--- src/rtl/asrv32_lsu_pkg.sv ---
// Shared encodings for the ASRV32 load/store unit: access sizes, FSM states
// and the alignment rule used to reject accesses before they reach the bus.
package asrv32_lsu_pkg;

  // Access size encodings as presented by the memory stage.
  localparam logic [1:0] SIZE_BYTE = 2'b00;
  localparam logic [1:0] SIZE_HALF = 2'b01;
  localparam logic [1:0] SIZE_WORD = 2'b10;  // 2'b11 is also handled as a word

  // Bus initiator FSM states.
  localparam logic [1:0] ST_IDLE = 2'd0;
  localparam logic [1:0] ST_REQ  = 2'd1;
  localparam logic [1:0] ST_WAIT = 2'd2;

  // A halfword must sit on an even address, a word on a multiple of four.
  function automatic logic is_misaligned(input logic [1:0] size,
                                         input logic [1:0] addr_lo);
    case (size)
      SIZE_BYTE: is_misaligned = 1'b0;
      SIZE_HALF: is_misaligned = addr_lo[0];
      default:   is_misaligned = (addr_lo != 2'b00);
    endcase
  endfunction

endpackage

--- src/rtl/asrv32_lsu_align.sv ---
// Combinational lane logic: replicates store data across byte lanes with a
// matching byte mask, and extracts/extends load data from the bus word.
module asrv32_lsu_align
  import asrv32_lsu_pkg::*;
(
  input  logic [1:0]  st_size,
  input  logic [1:0]  st_addr_lo,
  input  logic [31:0] st_wdata,
  output logic [31:0] st_lane_data,
  output logic [3:0]  st_mask,
  input  logic [1:0]  ld_size,
  input  logic [1:0]  ld_addr_lo,
  input  logic        ld_unsigned,
  input  logic [31:0] bus_rdata,
  output logic [31:0] ld_data
);

  logic [7:0]  ld_byte;
  logic [15:0] ld_half;

  // Store steering: replicate the LSB-justified datum on every lane it may use.
  always_comb begin
    // NOTE: every output gets a default before the case, so no path through
    // the block leaves it unassigned and no latch is inferred.
    st_lane_data = st_wdata;
    st_mask      = 4'b1111;
    case (st_size)
      SIZE_BYTE: begin
        st_lane_data = {4{st_wdata[7:0]}};
        st_mask      = 4'b0001 << st_addr_lo;
      end
      SIZE_HALF: begin
        st_lane_data = {2{st_wdata[15:0]}};
        st_mask      = 4'b0011 << {st_addr_lo[1], 1'b0};
      end
      default: ;
    endcase
  end

  // Load extraction: pick the addressed lane, then sign- or zero-extend.
  always_comb begin
    ld_byte = 8'h00;
    case (ld_addr_lo)
      2'd0: ld_byte = bus_rdata[7:0];
      2'd1: ld_byte = bus_rdata[15:8];
      2'd2: ld_byte = bus_rdata[23:16];
      2'd3: ld_byte = bus_rdata[31:24];
      default: ;
    endcase
    ld_half = ld_addr_lo[1] ? bus_rdata[31:16] : bus_rdata[15:0];
    case (ld_size)
      SIZE_BYTE: ld_data = {{24{~ld_unsigned & ld_byte[7]}}, ld_byte};
      SIZE_HALF: ld_data = {{16{~ld_unsigned & ld_half[15]}}, ld_half};
      default:   ld_data = bus_rdata;
    endcase
  end

endmodule

--- src/rtl/asrv32_lsu.sv ---
// ASRV32 load/store bus initiator: accepts one request at a time, issues a
// single-cycle strobe on the stb/ack bus, waits for acknowledge or timeout,
// and returns extended load data with a one-cycle completion pulse.
module asrv32_lsu
  import asrv32_lsu_pkg::*;
#(
  parameter int TIMEOUT_CYCLES = 255
) (
  input  logic        i_clk,
  input  logic        i_rst,
  input  logic        i_req,
  input  logic        i_we,
  input  logic [1:0]  i_size,
  input  logic        i_unsigned,
  input  logic [31:0] i_addr,
  input  logic [31:0] i_wdata,
  output logic        o_ready,
  output logic        o_done,
  output logic [31:0] o_rdata,
  output logic        o_misaligned,
  output logic        o_timeout,
  output logic        o_stb_data,
  output logic [31:0] o_data_addr,
  output logic [31:0] o_wdata,
  output logic        o_wr_en,
  output logic [3:0]  o_wr_mask,
  input  logic [31:0] i_rdata,
  input  logic        i_ack_data
);

  localparam int             CW       = $clog2(TIMEOUT_CYCLES + 1);
  localparam logic [CW-1:0]  CNT_LAST = CW'(TIMEOUT_CYCLES - 1);

  logic [1:0]    state;
  logic [CW-1:0] cnt;
  logic          we_q;
  logic [1:0]    size_q;
  logic          uns_q;
  logic [1:0]    addr_lo_q;

  logic [31:0]   st_lane_data;
  logic [3:0]    st_mask;
  logic [31:0]   ld_data;

  // Store lanes come from the request being accepted; load extraction uses
  // the attributes captured at accept time.
  asrv32_lsu_align u_align (
    .st_size      (i_size),
    .st_addr_lo   (i_addr[1:0]),
    .st_wdata     (i_wdata),
    .st_lane_data (st_lane_data),
    .st_mask      (st_mask),
    .ld_size      (size_q),
    .ld_addr_lo   (addr_lo_q),
    .ld_unsigned  (uns_q),
    .bus_rdata    (i_rdata),
    .ld_data      (ld_data)
  );

  // Ready is the only output decoded straight from state.
  assign o_ready = (state == ST_IDLE);

  // FSM, timeout counter and all registered outputs.
  always_ff @(posedge i_clk) begin
    // NOTE: sequential state uses non-blocking assignments so every register
    // samples pre-edge values regardless of statement order.
    if (i_rst) begin
      state        <= ST_IDLE;
      cnt          <= '0;
      we_q         <= 1'b0;
      size_q       <= SIZE_BYTE;
      uns_q        <= 1'b0;
      addr_lo_q    <= 2'b00;
      o_done       <= 1'b0;
      o_misaligned <= 1'b0;
      o_timeout    <= 1'b0;
      o_stb_data   <= 1'b0;
      o_wr_en      <= 1'b0;
      o_wr_mask    <= 4'b0000;
      o_rdata      <= 32'h0;
      o_wdata      <= 32'h0;
      o_data_addr  <= 32'h0;
    end else begin
      // Completion flags are pulses unless re-asserted below.
      o_done       <= 1'b0;
      o_misaligned <= 1'b0;
      o_timeout    <= 1'b0;
      case (state)
        ST_IDLE: begin
          if (i_req) begin
            we_q      <= i_we;
            size_q    <= i_size;
            uns_q     <= i_unsigned;
            addr_lo_q <= i_addr[1:0];
            if (is_misaligned(i_size, i_addr[1:0])) begin
              // Rejected without touching the bus; o_rdata keeps its value.
              o_done       <= 1'b1;
              o_misaligned <= 1'b1;
            end else begin
              state       <= ST_REQ;
              o_stb_data  <= 1'b1;
              o_wr_en     <= i_we;
              o_wr_mask   <= st_mask;
              o_wdata     <= st_lane_data;
              o_data_addr <= {i_addr[31:2], 2'b00};
            end
          end
        end
        ST_REQ, ST_WAIT: begin
          // The strobe lasts exactly the REQ cycle.
          o_stb_data <= 1'b0;
          o_wr_en    <= 1'b0;
          o_wr_mask  <= 4'b0000;
          if (i_ack_data) begin
            state  <= ST_IDLE;
            o_done <= 1'b1;
            if (!we_q) o_rdata <= ld_data;
          end else if (state == ST_REQ) begin
            state <= ST_WAIT;
            cnt   <= '0;
          end else if (cnt == CNT_LAST) begin
            state     <= ST_IDLE;
            o_done    <= 1'b1;
            o_timeout <= 1'b1;
          end else begin
            cnt <= cnt + CW'(1);
          end
        end
        default: state <= ST_IDLE;
      endcase
    end
  end

endmodule

--- config.mk ---
export PLATFORM = sky130hd
export DESIGN_NAME = asrv32_lsu
export DESIGN_NICKNAME = d
export VERILOG_FILES = /design/src/rtl/asrv32_lsu_pkg.sv /design/src/rtl/asrv32_lsu_align.sv /design/src/rtl/asrv32_lsu.sv
export SDC_FILE = /design/constraint.sdc
export NUM_CORES = 1
export LEC_CHECK = 0
export ABC_AREA = 1
export CAP_MARGIN = 20
export CELL_PAD_IN_SITES_DETAIL_PLACEMENT = 0
export CELL_PAD_IN_SITES_GLOBAL_PLACEMENT = 1
export CORE_ASPECT_RATIO = 0.75
export CORE_MARGIN = 4
export CORE_UTILIZATION = 32
export CTS_CLUSTER_DIAMETER = 80
export DETAILED_ROUTE_END_ITERATION = 10
export PLACE_DENSITY = 0.9
export SLEW_MARGIN = 20
export SYNTH_ARGS = -nofsm -noshare
export SYNTH_HDL_FRONTEND = slang
export SYNTH_SLANG_ARGS = --single-unit
--- constraint.sdc ---
create_clock -name i_clk -period 3 [get_ports i_clk]
set_input_delay 0.6 -clock i_clk [delete_from_list [all_inputs] [get_ports i_clk]]
set_output_delay 0.6 -clock i_clk [all_outputs]
set_load 0.05 [all_outputs]
# Word-level counts from Yosys, hierarchy flattened

Cells that the tools add are included.

$add $sub $neg: 1
Multiply operators: 0
Divide/modulo/power cells: 0
Order comparisons: 0
Equal/unequal tests: 12
Shifts and indexed selects: 2
Mux-type cells: 32
Bitwise logic cells: 8
Reductions and logical operators: 15

Operators by type and width:

| kind                                                               | count |
|---|---|
| 32-bit case mux with 2 select lines                                | 2 |
| 8-bit case mux with 4 select lines                                 | 1 |
| 16-bit two-way mux                                                 | 1 |
| 8-bit two-way mux                                                  | 2 |
| 4-bit case mux with 2 select lines                                 | 2 |
| 3-bit AND reduction                                                | 5 |
| 1-bit two-way mux                                                  | 12 |
| 2-bit two-way mux                                                  | 5 |
| 8-bit by 1-bit adder with 8-bit output (second input constant)     | 1 |
| 2-bit by 1-bit == test with 1-bit output (second input constant)   | 4 |
| 8-bit == test (second input constant)                              | 1 |
| 2-bit zero test                                                    | 4 |
| 4-bit two-way mux                                                  | 2 |
| 1-bit case mux with 2 select lines                                 | 4 |
| 2-bit == test (second input constant)                              | 3 |
| 2-bit inequality test (second input constant)                      | 3 |
| 1-bit inverter                                                     | 6 |
| 4-bit inequality test (second input constant)                      | 1 |
| 2-bit case mux with 2 select lines                                 | 1 |
| 2-bit nonzero test                                                 | 2 |
| 2-bit OR reduction                                                 | 2 |
| 1-bit by 2-bit left shift with 4-bit output (first input constant) | 1 |
| 2-bit by 2-bit left shift with 4-bit output (first input constant) | 1 |
| 3-bit OR reduction                                                 | 1 |
| other kinds (2)                                                    | 3 |

Register bits: 119
Latch bits: 0
Memory bits (writable): 0
Bits in read-only memories: 0
Bits of input ports: 104
Output and inout port bits: 106
Word-level logic and storage cells: 85
Memories kept: 0

# Longest topological paths before layout

Depth after elaboration: 8
Mapped depth: 10
Mapped depth without buffers: 10

# Modules after synthesis

A second synthesis with hierarchy kept.

Cell total of the unflattened synthesis: 866
Area, all modules: 6676.4 µm²

By module, submodules not included:

| module           | times used | cells each | area an instance (µm²) | sequential area each (µm²) |
|---|---|---|---|---|
| asrv32_lsu       | 1          | 595        | 5268.8                 | 2382.3 |
| asrv32_lsu_align | 1          | 271        | 1407.6                 | 0.0 |

# Least setup slack after synthesis

OpenSTA, ideal clock, no wires.

Path kind: register to register
Start: reg state[1]
End: reg o_data_addr[13]
Setup time: 0.116 ns
Arrival: 1.735 ns
Required time: 2.884 ns
Slack: 1.149 ns
Stages on the path, launching flop included: 10
Buffers on the path: 2
Clock period less this slack: 1.851 ns
Cells stage by stage: dfxtp_1 -> inv_1 -> ha_1 -> nand2_2 -> inv_2 -> nand2_4 -> buf_6 -> buf_4 -> o21ai_0 -> nor2_1

Longest elaborated chain between the ends: 2

Ends and longest elaborated chain:

| element                       | RTL line          | RTL |
|---|---|---|
| from (decl)                   | asrv32_lsu.sv:34  | `logic [1:0] state;` |
| from (signal assigned)        | asrv32_lsu.sv:68  | `state <= ST_IDLE;` |
| from (signal assigned)        | asrv32_lsu.sv:100 | `state <= ST_REQ;` |
| from (signal assigned)        | asrv32_lsu.sv:115 | `state <= ST_IDLE;` |
| 2-bit zero test               | --                |  |
| named net o_ready             | asrv32_lsu.sv:17  | `output logic o_ready,` |
| 3-bit AND reduction (no line) | --                |  |
| to (signal assigned)          | asrv32_lsu.sv:105 | `o_data_addr <= {i_addr[31:2], 2'b00};` |
| to (decl)                     | asrv32_lsu.sv:23  | `output logic [31:0] o_data_addr,` |

The timed path passes the listed nets, and every way through them passes these cells.
A chain may end at the register's enable or synchronous reset.

# Worst setup path after layout

Start: reg state[0]
End: out o_ready

Longest elaborated chain between the ends: 1

Ends and longest elaborated chain:

| element         | RTL line         | RTL |
|---|---|---|
| 2-bit zero test | asrv32_lsu.sv:61 | `assign o_ready = (state == ST_IDLE);` |
| to (decl)       | asrv32_lsu.sv:17 |  |

No other way between the ends.

==> impl.org <==
** Floorplanning
- After floorplanning, the core was sized to cover 16200 sq um.
- 210 I/O pins were placed.
- Initial core utilization :: 0.329
- Die Y-Extent :: 120 microns
- Std-Cell Rows :: 40
- Width of the die :: 157 microns
- Die area :: 18800 sq um

** Setup path
- The worst setup path is launched from a flop.
- The slowest stage of the critical path belongs to the cell clkdlybuf4s50_1.
- STA classifies the critical path endpoint as an output pin.
- For this run, the slowest stage of the critical path takes 0.86 ns.
- At the worst endpoint, the required time is 2.40 ns.
- Worst-path fanout max :: 4
- Critical Path AT :: 1.94 ns
- Cell Chain, Critical Path :: inv_1 -> ha_1 -> clkdlybuf4s50_1
- The worst setup path is of the flop to output pin kind.

** Cells and area
- Summing all multi-input logic gate instances after layout gives 2530 sq um.
- Sequential cell area :: 2380 sq um
- Compared with the post-synthesis result, the final layout area differs by 52.6%.
- After the last flow step, the layout net total stands at 1039.
- The number of antenna diodes in the final layout is 0.
- Leaving out fill and tap cells, the most frequent cell in the layout is clkdlybuf4s50_1.
- Final cell count without fillers :: 1152
- Fraction of final layout cells with drive strength greater than 1 :: 0.0722
- Core occupancy in the finished layout :: 0.502
- Fill cell count :: 1606
- Highest-count cells in the layout ignoring fill and taps :: 207 x clkdlybuf4s50_1, 129 x nor2_1, 119 x dfxtp_1, 117 x nand2_1, 102 x o21ai_0

** Logic synthesis
- Yosys printed 0 warnings.
- The share of the Yosys chip area taken by registers is 0.448.
- Per-instance average area after synthesis :: 7.19 sq um
- After synthesis the cells add up to 5320 sq um.
- Synthesis produced a netlist whose cell count is 740.
- Counting flops and latches in the post-synthesis netlist gives 119.
- Synthesis instantiated 30 different standard cells from the library.

** Global routing
- Number of global-route vias before repair :: 4990
- Overflow left after global routing :: 0
- Maximum number of pins on one net before global-route repair :: 87
- Met1 usage in global routing :: 0.272
- Antenna violations before repair :: 0
- Across every metal layer, demand over resource in global routing totals 0.182.
- Global-route met2 utilization :: 0.247
- Layer carrying the most global-route usage :: met1
- For this run, global-route usage on met3 was measured as 0.0620.
- Wire length of the first global-routing pass :: 27200 microns

** Pwr
- Of the total power, registers draw 0.342.
- Total Power :: 5.20 mW
- Of the total power, combinational logic draws 0.237.
- The internal portion of the total power is 3.62 mW.
- For this design the total switching power over the nets is 1.58 mW.
- Sw Share :: 0.304
- In this run the static leakage power is 3.27 nW.
- Maximum vdd ir drop :: 0.334 mV
- Power spread over the standard cell area amounts to 641 nW/um^2.
- The share of total power dissipated in the clock network is 0.421.

** Hold path
- Worst hold-check path type :: flop to flop

** STA
- RSZ-0062 raised after global routing :: false
- Max-slew violation count :: 0
- In the finished design, the share of the clock period the worst path needs comes to 0.848.
- Setup violations remaining at the end of the flow were counted as 0.
- Clock Skew :: 0.00831 ns
- Minimum setup slack in the final design :: 0.457 ns
- For the final routed database, the setup TNS stands at 0 ns.
- Achievable Freq :: 0.393 GHz
- The final count of hold timing violations came to 0.
- For the pin with the worst max-slew slack, the measured transition is 0.665 ns.
- Headroom to the max-slew limit came out at 0.556.
- Crit path time final :: 2.54 ns

** Status
- The run finished with clean final reports.

** Clock network
- Post-CTS sizing :: 0
- Largest buffer count on any clock path :: 2
- Post-CTS timing repair inserted 0 buffers for setup.
- CTS saw 119 sinks.
- After clock tree synthesis, the clock-pin slew on the worst setup and hold paths is 0.05 ns.
- Clock tree synthesis selected as its root buffer the cell clkbuf_16.
- Count of H-tree levels built during CTS :: 4
- TritonCTS built the clock tree.
- Worst skew pair latency :: 0.41 ns
- Number of buffers added to fix hold violations after cts :: 0
- Buffers inserted during clock tree synthesis total 17.

** Placement
- The count of buffers added on input and output ports is 207.
- Summed over all nets, the half-perimeter wirelength after detailed placement is 12600 microns.
- Once placement completed, the tool counted placed cells totaling 1121.
- OpenSTA, run right after detailed placement, puts the worst setup slack at 0.554 ns.
- GPL Wtd Cong :: 0.838

** Route
- Residual DRC count :: 0
- Via density per instance :: 4.82
- After detailed routing, the average wire length per cell comes to 15.5 microns.
- Antenna-violating nets left :: 0
- The first detailed-routing pass took 5 iterations.
- For this block, the initial DRC count from the detailed router was 429.
- Total routed wirelength :: 17900 microns
- Total number of vias :: 5553

** Run
- Across the run, the number of max-cap violations was 0.
-- cell families after synthesis --
kind of cell / count (synthesis) / share of synthesized area
fa+ha+maj: 5 / 0.0118
simple gates: 312 / 0.245
compound gates: 219 / 0.216
flops: 119 / 0.448
other cells: 1 / 0.000705
buf+inv: 83 / 0.0765
xor+xnor: 1 / 0.00165
-- through the flow --
stage / hold slack (ns) / area, sq um
2_1_floorplan: 0.456 / 5320
3_3_place_gp: 0.454 / 7480
3_5_place_dp: 0.458 / 7480
4_1_cts: 0.466 / 8110
5_1_grt: 0.486 / 8110
6_report: 0.465 / 8110
-- power by group through the flow --
stage	Combinational, mW	Sequential, mW	Clock [mW]
after floorplan	0.399	2.17	0
after global placement	1.22	1.81	0
after detailed placement	1.23	1.81	0
after CTS	1.24	1.78	2.23
after global routing	1.32	1.79	2.29
final	1.23	1.78	2.19
-- flip-flops by register name, summed over array words and instances, names as in the netlist, 2 cells and up --
register / cells
size_q: 2
o_data_addr: 30
o_rdata: 32
o_wdata: 32
state: 2
addr_lo_q: 2
o_wr_mask: 4
cnt: 8
-- synthesized netlist by cell type --
master | instances | area [sq um]
conb_1 | 1 | 3.75
inv_1 | 28 | 105
clkbuf_1 | 17 | 63.8
buf_1 | 1 | 3.75
nand2_4 | 1 | 11.3
ha_1 | 5 | 62.6
a21oi_2 | 2 | 17.5
buf_2 | 15 | 75.1
nand2_1 | 117 | 439
o21ai_0 | 102 | 510
nand3b_1 | 2 | 15.0
nor2_2 | 3 | 18.8
a21oi_1 | 95 | 475
dfxtp_1 | 119 | 2380
nor3_1 | 2 | 10.0
nor2_1 | 129 | 484
o211a_1 | 9 | 90.1
inv_2 | 8 | 30.0
nand3_2 | 2 | 20.0
buf_4 | 4 | 30.0
nand2_2 | 9 | 56.3
xor2_1 | 1 | 8.76
or2_2 | 4 | 25.0
clkinv_1 | 1 | 3.75
nor4_1 | 1 | 6.26
clkbuf_2 | 1 | 5.00
nand4_1 | 7 | 43.8
o21ai_1 | 11 | 55.1
buf_6 | 8 | 90.1
nand3_1 | 35 | 175
-- area by class of cell --
| cell class | instances | share of cell area |
|---|---|---|
| clock inverter | 8 | 0.0177 |
| timing repair buffer | 216 | 0.267 |
| sequential | 119 | 0.294 |
| clock buffer | 23 | 0.0601 |
| tap | 210 | 0.0324 |
| multi-input combinational | 539 | 0.312 |
| inverter | 37 | 0.0171 |
-- worst paths after layout --
| path | start | endpoint | slack [ns] | cells past startpoint |
|---|---|---|---|---|
| max reg2reg | addr_lo_q[1] | o_rdata[4] | 1.16 | 7 |
| max | state[0] | o_ready | 0.46 | 3 |
| min | o_rdata[1] | o_rdata[1] | 0.47 | 2 |
| min reg2reg | o_rdata[1] | o_rdata[1] | 0.47 | 2 |
-- routing by layer --
layer	share of wire	wire, microns
met1	0.49	8770
met2	0.41	7370
met3	0.086	1540
met4	0.0095	170
met5	0	0
-- worst max-delay path, delay by kind of cell, from the launching register on --
family | cells | cell delay (ns)
buf+inv | 2 | 0.93
flops | 1 | 0.34
fa+ha+maj | 1 | 0.27
Power figures use the tool's default switching activity.
